**config.mk**
```make
export PLATFORM = sky130hd
export DESIGN_NAME = dm_cache_ctrl_flat
export DESIGN_NICKNAME = d
export VERILOG_FILES = /design/src/rtl/dm_cache_pkg.sv /design/src/rtl/dm_cache_ctrl_if.sv /design/src/rtl/dm_cache_store.sv /design/src/rtl/dm_cache_ctrl.sv /design/src/flat_wrapper.sv
export SDC_FILE = /design/constraint.sdc
export NUM_CORES = 2
export LEC_CHECK = 0
export CAP_MARGIN = 20
export CORE_MARGIN = 5
export CORE_UTILIZATION = 50
export CTS_CLUSTER_SIZE = 8
export DETAILED_ROUTE_END_ITERATION = 7
export GPL_TIMING_DRIVEN = 1
export PLACE_DENSITY = 0.74
export SETUP_SLACK_MARGIN = 0.05
export SLEW_MARGIN = 20
export SYNTH_ARGS = -nofsm -noshare
export SYNTH_HDL_FRONTEND = slang
export SYNTH_SLANG_ARGS = --single-unit
```
**constraint.sdc**
```tcl
create_clock -name clk -period 5.7 [get_ports clk]
set_clock_uncertainty 0.05 [all_clocks]
set_input_delay 0.855 -clock clk [delete_from_list [all_inputs] [get_ports clk]]
set_output_delay 0.855 -clock clk [all_outputs]
set_load 0.01 [all_outputs]
```
**src/rtl/dm_cache_pkg.sv**
```systemverilog
// Shared types and address-field geometry for the direct-mapped cache controller.
// Field positions are derived from the line/index geometry, so one set of helpers serves any configuration.
package dm_cache_pkg;

    localparam int DEF_ADDR_W         = 32;
    localparam int DEF_DATA_W         = 32;
    localparam int DEF_INDEX_W        = 4;
    localparam int DEF_WORDS_PER_LINE = 4;

    typedef enum logic [1:0] {
        IDLE,
        LOOKUP,
        REFILL,
        RESPOND
    } state_t;

    function automatic int offset_w(input int words_per_line);
        return $clog2(words_per_line);
    endfunction

    function automatic int tag_w(input int addr_w, input int index_w, input int words_per_line);
        return addr_w - index_w - offset_w(words_per_line) - 2;
    endfunction

    // Bit positions of the word offset, index and tag inside a byte address.
    function automatic int word_lsb();
        return 2;
    endfunction

    function automatic int index_lsb(input int words_per_line);
        return word_lsb() + offset_w(words_per_line);
    endfunction

    function automatic int tag_lsb(input int index_w, input int words_per_line);
        return index_lsb(words_per_line) + index_w;
    endfunction

    localparam int OFFSET_W = offset_w(DEF_WORDS_PER_LINE);
    localparam int TAG_W    = tag_w(DEF_ADDR_W, DEF_INDEX_W, DEF_WORDS_PER_LINE);

endpackage

```
**src/rtl/dm_cache_ctrl_if.sv**
```systemverilog
// CPU load port and main-memory refill port of the cache controller.
// The slave modport is the controller's view; master is the CPU/memory side.
interface dm_cache_ctrl_if #(
    parameter int ADDR_W = 32,
    parameter int DATA_W = 32
);
    logic              cpu_req;
    logic [ADDR_W-1:0] cpu_addr;
    logic              cpu_ready;
    logic [DATA_W-1:0] cpu_data;
    logic              cpu_hit;
    logic              busy;
    logic              mem_req;
    logic [ADDR_W-1:0] mem_addr;
    logic              mem_ack;
    logic [DATA_W-1:0] mem_data;

    modport slave (
        input  cpu_req, cpu_addr, mem_ack, mem_data,
        output cpu_ready, cpu_data, cpu_hit, busy, mem_req, mem_addr
    );

    modport master (
        output cpu_req, cpu_addr, mem_ack, mem_data,
        input  cpu_ready, cpu_data, cpu_hit, busy, mem_req, mem_addr
    );
endinterface

```
**src/rtl/dm_cache_store.sv**
```systemverilog
// Tag, valid and line-data arrays: one synchronous write port, combinational read.
// Only the valid bits are cleared by reset; tags and data come up undefined.
module dm_cache_store
    import dm_cache_pkg::*;
#(
    parameter int DATA_W   = 32,
    parameter int TAG_W    = 24,
    parameter int INDEX_W  = 4,
    parameter int OFFSET_W = 2
) (
    input  logic                clk,
    input  logic                rst,
    input  logic [INDEX_W-1:0]  rd_index,
    input  logic [OFFSET_W-1:0] rd_word,
    output logic                rd_valid,
    output logic [TAG_W-1:0]    rd_tag,
    output logic [DATA_W-1:0]   rd_data,
    input  logic [INDEX_W-1:0]  wr_index,
    input  logic                inv_en,
    input  logic                tag_we,
    input  logic [TAG_W-1:0]    wr_tag,
    input  logic                data_we,
    input  logic [OFFSET_W-1:0] wr_word,
    input  logic [DATA_W-1:0]   wr_data
);
    localparam int LINES = 1 << INDEX_W;
    localparam int WORDS = 1 << OFFSET_W;

    logic [LINES-1:0]  valid;
    logic [TAG_W-1:0]  tags [LINES];
    logic [DATA_W-1:0] data [LINES*WORDS];

    // Completing a refill wins over invalidation; the controller never asserts both together.
    always_ff @(posedge clk) begin
        if (rst) begin
            valid <= '0;
        end else if (tag_we) begin
            valid[wr_index] <= 1'b1;
        end else if (inv_en) begin
            valid[wr_index] <= 1'b0;
        end
    end

    always_ff @(posedge clk) begin
        if (tag_we) begin
            tags[wr_index] <= wr_tag;
        end
        if (data_we) begin
            data[{wr_index, wr_word}] <= wr_data;
        end
    end

    assign rd_valid = valid[rd_index];
    assign rd_tag   = tags[rd_index];
    assign rd_data  = data[{rd_index, rd_word}];

endmodule

```
**src/rtl/dm_cache_ctrl.sv**
```systemverilog
// Read-only direct-mapped cache controller: hit lookup and in-order multi-word line refill.
// Define DM_CACHE_STATS_EN to add saturating 16-bit hit_cnt/miss_cnt outputs.
module dm_cache_ctrl
    import dm_cache_pkg::*;
#(
    parameter int ADDR_W         = DEF_ADDR_W,
    parameter int DATA_W         = DEF_DATA_W,
    parameter int INDEX_W        = DEF_INDEX_W,
    parameter int WORDS_PER_LINE = DEF_WORDS_PER_LINE
) (
    input  logic                  clk,
    input  logic                  rst,
    dm_cache_ctrl_if.slave        bus
`ifdef DM_CACHE_STATS_EN
    ,
    output logic [15:0]           hit_cnt,
    output logic [15:0]           miss_cnt
`endif
);
    localparam int LINE_OFF_W = offset_w(WORDS_PER_LINE);
    localparam int LINE_TAG_W = tag_w(ADDR_W, INDEX_W, WORDS_PER_LINE);
    localparam int IDX_LSB    = index_lsb(WORDS_PER_LINE);
    localparam int TAG_LSB    = tag_lsb(INDEX_W, WORDS_PER_LINE);

    state_t                  state;
    logic [ADDR_W-1:0]       addr_q;
    logic [LINE_OFF_W-1:0]   beat;
    logic                    ready_q;
    logic                    hit_q;
    logic                    busy_q;
    logic                    mem_req_q;
    logic [DATA_W-1:0]       data_q;
    logic [ADDR_W-1:0]       mem_addr_q;

    logic [INDEX_W-1:0]      req_index;
    logic [LINE_TAG_W-1:0]   req_tag;
    logic [LINE_OFF_W-1:0]   req_word;
    logic [LINE_OFF_W-1:0]   next_beat;
    logic                    rd_valid;
    logic [LINE_TAG_W-1:0]   rd_tag;
    logic [DATA_W-1:0]       rd_data;
    logic                    hit;
    logic                    last_beat;
    logic                    inv_en;
    logic                    data_we;
    logic                    tag_we;
    logic                    unused_byte_bits;

    assign req_index        = addr_q[IDX_LSB +: INDEX_W];
    assign req_tag          = addr_q[TAG_LSB +: LINE_TAG_W];
    assign req_word         = addr_q[word_lsb() +: LINE_OFF_W];
    assign unused_byte_bits = ^addr_q[1:0];
    assign next_beat        = beat + LINE_OFF_W'(1);

    assign hit       = rd_valid && (rd_tag == req_tag);
    assign last_beat = &beat;
    assign inv_en    = (state == LOOKUP) && !hit;
    assign data_we   = (state == REFILL) && bus.mem_ack;
    assign tag_we    = data_we && last_beat;

    dm_cache_store #(
        .DATA_W   (DATA_W),
        .TAG_W    (LINE_TAG_W),
        .INDEX_W  (INDEX_W),
        .OFFSET_W (LINE_OFF_W)
    ) u_store (
        .clk      (clk),
        .rst      (rst),
        .rd_index (req_index),
        .rd_word  (req_word),
        .rd_valid (rd_valid),
        .rd_tag   (rd_tag),
        .rd_data  (rd_data),
        .wr_index (req_index),
        .inv_en   (inv_en),
        .tag_we   (tag_we),
        .wr_tag   (req_tag),
        .data_we  (data_we),
        .wr_word  (beat),
        .wr_data  (bus.mem_data)
    );

    always_ff @(posedge clk) begin
        if (rst) begin
            state      <= IDLE;
            addr_q     <= '0;
            beat       <= '0;
            ready_q    <= 1'b0;
            hit_q      <= 1'b0;
            busy_q     <= 1'b0;
            mem_req_q  <= 1'b0;
            data_q     <= '0;
            mem_addr_q <= '0;
        end else begin
            case (state)
                IDLE: begin
                    if (bus.cpu_req) begin
                        addr_q <= bus.cpu_addr;
                        busy_q <= 1'b1;
                        state  <= LOOKUP;
                    end
                end
                LOOKUP: begin
                    if (hit) begin
                        hit_q   <= 1'b1;
                        ready_q <= 1'b1;
                        data_q  <= rd_data;
                        state   <= RESPOND;
                    end else begin
                        beat       <= '0;
                        mem_req_q  <= 1'b1;
                        mem_addr_q <= {req_tag, req_index, {LINE_OFF_W{1'b0}}, 2'b00};
                        state      <= REFILL;
                    end
                end
                REFILL: begin
                    if (bus.mem_ack) begin
                        beat <= next_beat;
                        if (last_beat) begin
                            // The requested word may be the one arriving right now.
                            mem_req_q <= 1'b0;
                            hit_q     <= 1'b0;
                            ready_q   <= 1'b1;
                            data_q    <= (beat == req_word) ? bus.mem_data : rd_data;
                            state     <= RESPOND;
                        end else begin
                            mem_addr_q <= {req_tag, req_index, next_beat, 2'b00};
                        end
                    end
                end
                RESPOND: begin
                    ready_q <= 1'b0;
                    busy_q  <= 1'b0;
                    state   <= IDLE;
                end
                default: state <= IDLE;
            endcase
        end
    end

    assign bus.cpu_ready = ready_q;
    assign bus.cpu_hit   = hit_q;
    assign bus.cpu_data  = data_q;
    assign bus.busy      = busy_q;
    assign bus.mem_req   = mem_req_q;
    assign bus.mem_addr  = mem_addr_q;

`ifdef DM_CACHE_STATS_EN
    // Counted on the response cycle, so an aborted refill never contributes.
    always_ff @(posedge clk) begin
        if (rst) begin
            hit_cnt  <= '0;
            miss_cnt <= '0;
        end else if (state == RESPOND) begin
            if (hit_q && (hit_cnt != 16'hFFFF)) begin
                hit_cnt <= hit_cnt + 16'd1;
            end
            if (!hit_q && (miss_cnt != 16'hFFFF)) begin
                miss_cnt <= miss_cnt + 16'd1;
            end
        end
    end
`endif

endmodule

```
**src/flat_wrapper.sv**
```systemverilog
// flat-port wrapper written by rule: the top's interface ports become plain ports
module dm_cache_ctrl_flat import dm_cache_pkg::*;
#(
    parameter int ADDR_W         = DEF_ADDR_W,
    parameter int DATA_W         = DEF_DATA_W,
    parameter int INDEX_W        = DEF_INDEX_W,
    parameter int WORDS_PER_LINE = DEF_WORDS_PER_LINE
)
  (clk, rst, bus_cpu_req, bus_cpu_addr, bus_mem_ack, bus_mem_data, bus_cpu_ready, bus_cpu_data, bus_cpu_hit, bus_busy, bus_mem_req, bus_mem_addr);
  dm_cache_ctrl_if #(.ADDR_W(ADDR_W), .DATA_W(DATA_W)) bus_i ();
  input  logic clk;
  input  logic rst;
  input wire logic [$bits(bus_i.cpu_req)-1:0] bus_cpu_req;
  input wire logic [$bits(bus_i.cpu_addr)-1:0] bus_cpu_addr;
  input wire logic [$bits(bus_i.mem_ack)-1:0] bus_mem_ack;
  input wire logic [$bits(bus_i.mem_data)-1:0] bus_mem_data;
  output wire logic [$bits(bus_i.cpu_ready)-1:0] bus_cpu_ready;
  output wire logic [$bits(bus_i.cpu_data)-1:0] bus_cpu_data;
  output wire logic [$bits(bus_i.cpu_hit)-1:0] bus_cpu_hit;
  output wire logic [$bits(bus_i.busy)-1:0] bus_busy;
  output wire logic [$bits(bus_i.mem_req)-1:0] bus_mem_req;
  output wire logic [$bits(bus_i.mem_addr)-1:0] bus_mem_addr;
  assign bus_i.cpu_req = bus_cpu_req;
  assign bus_i.cpu_addr = bus_cpu_addr;
  assign bus_i.mem_ack = bus_mem_ack;
  assign bus_i.mem_data = bus_mem_data;
  assign bus_cpu_ready = bus_i.cpu_ready;
  assign bus_cpu_data = bus_i.cpu_data;
  assign bus_cpu_hit = bus_i.cpu_hit;
  assign bus_busy = bus_i.busy;
  assign bus_mem_req = bus_i.mem_req;
  assign bus_mem_addr = bus_i.mem_addr;
  dm_cache_ctrl #(.ADDR_W(ADDR_W), .DATA_W(DATA_W), .INDEX_W(INDEX_W), .WORDS_PER_LINE(WORDS_PER_LINE)) u_core (.clk(clk), .rst(rst), .bus(bus_i));
endmodule
```
==> results.txt <==
Core area: 195,000 µm²
Total GRT Usage: 25.0%
# clock sinks: 2,554
PostCTS Resize Cnt: 0
Crit-path max FO: 43
Synth cell types: 69
Req. time, crit path: 6.42 ns
Sequential cell area: 75,500 µm²
Slew at the pin closest to its max-slew limit: 1.13 ns
Hold WS: 0.121 ns
Hold WC Path Type: input port to flop
Max-Cap Viols: 0
Share of layout cells above drive strength 1: 29.2%
Wire per inst: 34.0 µm
Vias per cell: 6.56
Met2 GRT Util: 41.0%
Vias in the first global route: 51,300
CTS Hold Bufs: 0
Nets: 4,905
Clock root cell: clkbuf_16
Max-slew headroom: 24.9%
Detailed Route WL: 258,000 µm
Flip-flop and latch count after synthesis: 2,554
Global-route wire length before repair: 368,000 µm
Status: finished, final reports clean
Worst-path clk slew: 0.05 ns
Die Footprint: 206,000 µm²
Seq/Total Area, Yosys: 76.7%
CTS H-tree depth: 5
Clock period minus worst slack: 4.61 ns
Crit Path Category: flop to flop
Die H: 454 µm
CTS tree: done
Synthesis Warnings: 0
Post-DRT Antenna Nets: 0
Largest net degree at the start of global routing: 86
Syn_area_per_cell: 22.4 µm²
RePlAce Congestion: 0.834
Drt pass-1 iters: 8
Vias: 49,700
DRT iter0 DRCs: 7,479
Top_reg_cell synth: edfxtp_1
Hold Vio Cnt, Final: 0
I/O Buffers: 131
Post-synthesis cell count: 4,402
GR Overflow Total: 0
DP Wirelength: 133,000 µm
P&R area growth vs syn: 15.9%
IO Pins: 136
Global route hottest layer: met2
Final period util: 80.8%
Post-synth EDFFs: 2,432
Clock Latency Late Sink: 0.95 ns
Initial antenna violation count: 19
Post-layout util: 58.4%
# rows: 162
Data arrival, critical path: 5.32 ns
CP startpoint kind: flop
RSZ-0062 raised after global routing: no
Post-Syn Area: 98,400 µm²
Slew Limit Fails: 0
GR Util met1: 32.4%
CP Capture Type: flop
Die width: 454 µm
Post-route cell area: 114,000 µm²
Met3 Usage GRT: 6.31%
CTS max path bufs: 4
Initial Util: 50.4%
Asr flop ratio synth: 0%
Fill count: 13,400
Area of the multi-input gates: 22,200 µm²
Fmax: 0.217 GHz
Setup Buffers After CTS: 0
CTS buffer count: 370
DP Area: 104,000 µm²
Peak supply drop: 361 µV
Setup_tns: 0 ns
PD cells: 411 nW/µm²
Final Setup Violations: 0
Lkg Pwr: 35.0 nW
DRC Markers: 0
[synthesized netlist by cell type, drive strengths merged (3+ instances only)]
| cell type | count | area share, % |
|---|---|---|
| edfxtp | 2432 | 74 |
| mux4 | 738 | 17 |
| clkbuf | 148 | 0.56 |
| nand2 | 141 | 0.54 |
| a21oi | 133 | 0.68 |
| dfxtp | 122 | 2.5 |
| buf | 111 | 0.58 |
| nor2 | 94 | 0.36 |
| mux2i | 91 | 0.93 |
| o21ai | 44 | 0.22 |
| nand3 | 43 | 0.22 |
| a311oi | 34 | 0.30 |
| inv | 30 | 0.11 |
| a211oi | 29 | 0.22 |
| nor2b | 25 | 0.16 |
| a22oi | 19 | 0.14 |
| and3 | 15 | 0.095 |
| xnor2 | 12 | 0.11 |
| mux2 | 11 | 0.13 |
| nand2b | 10 | 0.064 |
| o31ai | 10 | 0.090 |
| xor2 | 10 | 0.089 |
| and2 | 8 | 0.051 |
| nand4 | 7 | 0.045 |
| nor3 | 7 | 0.036 |
| or3 | 7 | 0.045 |
| o211ai | 6 | 0.046 |
| ha | 5 | 0.064 |
| o2111a | 5 | 0.057 |
| and4 | 4 | 0.036 |
| nand3b | 4 | 0.031 |
| nand4b | 4 | 0.036 |
| nor4 | 4 | 0.025 |
| a41oi | 3 | 0.027 |
| o22ai | 3 | 0.019 |
| o2bb2ai | 3 | 0.027 |
[critical path, stage by stage, from the launching register on]
cell and delay, ns:
dfxtp_4 0.89, nor2b_1 0.63, a22oi_1 0.21, and3_1 0.24
nor4_1 0.32, nor4b_1 0.36, nand4_1 0.31, or3_1 0.79
buf_4 0.37, nand3_1 0.12, a21oi_1 0.08
[cell type report]
| type | instances | share of cell area, % |
|---|---|---|
| flip-flops and latches | 2554 | 66.2 |
| clock inverters | 8 | 0.0658 |
| multi-input cells | 1559 | 19.4 |
| repair buffers | 316 | 2.63 |
| clock buffers | 477 | 8.68 |
| inverters | 31 | 0.109 |
| diodes | 9 | 0.0197 |
| well taps | 2624 | 2.88 |
[kinds of logic after synthesis]
family	Yosys count	synth area share, %
multiplexers	840	17.9
other	1	0.00381
AND/OR/NAND/NOR	381	1.81
adder cells (fa/ha/maj)	5	0.0636
AO/OA/AOI/OAI	309	2.02
flip-flops	2554	76.7
buffers and inverters	290	1.26
XOR/XNOR	22	0.196
[cell usage in the layout (no fill, tap or decap), types with 5 or more instances in the layout]
master	netlist	routed
a211oi_1	29	29
a21oi_1	133	133
a22oi_1	19	19
a311oi_1	34	34
and2_1	7	7
and3_1	15	14
buf_12	0	34
buf_2	45	18
buf_4	9	166
clkbuf_1	148	95
clkbuf_16	0	381
clkdlybuf4s50_1	0	98
clkinv_1	1	9
dfxtp_1	122	116
dfxtp_4	0	6
diode_2	0	9
edfxtp_1	2432	2432
ha_1	5	5
inv_1	28	12
inv_2	2	10
mux2_2	11	11
mux2i_1	91	91
mux4_2	738	738
nand2_1	141	141
nand2b_1	10	9
nand3_1	43	43
nand4_1	7	7
nor2_1	94	29
nor2_4	0	65
nor2b_1	25	25
nor3_1	7	6
o2111a_1	5	5
o211ai_1	6	6
o21ai_0	43	43
o31ai_1	9	9
or3_1	7	7
xnor2_1	12	12
xor2_1	10	10
[layer usage]
metal / up-vias / wire length, µm / share of wire (%)
li1: 19400 / - / -
met1: 26300 / 91300 / 35
met2: 3448 / 129000 / 50
met3: 583 / 26500 / 10
met4: 4 / 11100 / 4.3
met5: - / 27 / 0.010
[flip-flops by register name, indices dropped and copies added (netlist names), named ones only]
name                  flops
u_core.bus.mem_addr      30
u_core.bus.cpu_ready      1
u_core.bus.cpu_data      32
u_core.u_store.tags     384
u_core.bus.busy           1
u_core.bus.mem_req        1
u_core.beat               2
u_core.state              2
u_core.u_store.data    2048
u_core.bus.cpu_hit        1
u_core.addr_q            30
[path summary, 6_finish.rpt]
kind	start	end	slack, ns	depth (start not counted)
min reg2reg	u_core.bus.mem_addr[2]	u_core.bus.mem_addr[2]	0.42	2
max reg2reg	flop	u_core.bus.mem_addr[12]	1.09	10
min	bus_mem_data[22]	u_core.u_store.data[62][22]	0.12	1
max	flop	u_core.bus.mem_addr[12]	1.09	10
[report_power, final]
group          leakage (nW)  switching, W  total [W]  internal, W
clock                  4.85       0.00739     0.0193       0.0119
combinational          7.24       0.00359    0.00637      0.00278
sequential             22.9      0.000391     0.0213       0.0209
[stage by stage]
stage | total power, W | std cells | setup slack [ns]
3_3_place_gp | 0.0278 | 7084 | 1.26
2_1_floorplan | 0.0255 | 4403 | 2.40
4_1_cts | 0.0471 | 7569 | 1.18
6_report | 0.0469 | 7578 | 1.09
5_1_grt | 0.0484 | 7574 | 0.888
3_5_place_dp | 0.0279 | 7084 | 1.20
(Power assumes the default switching activity.)
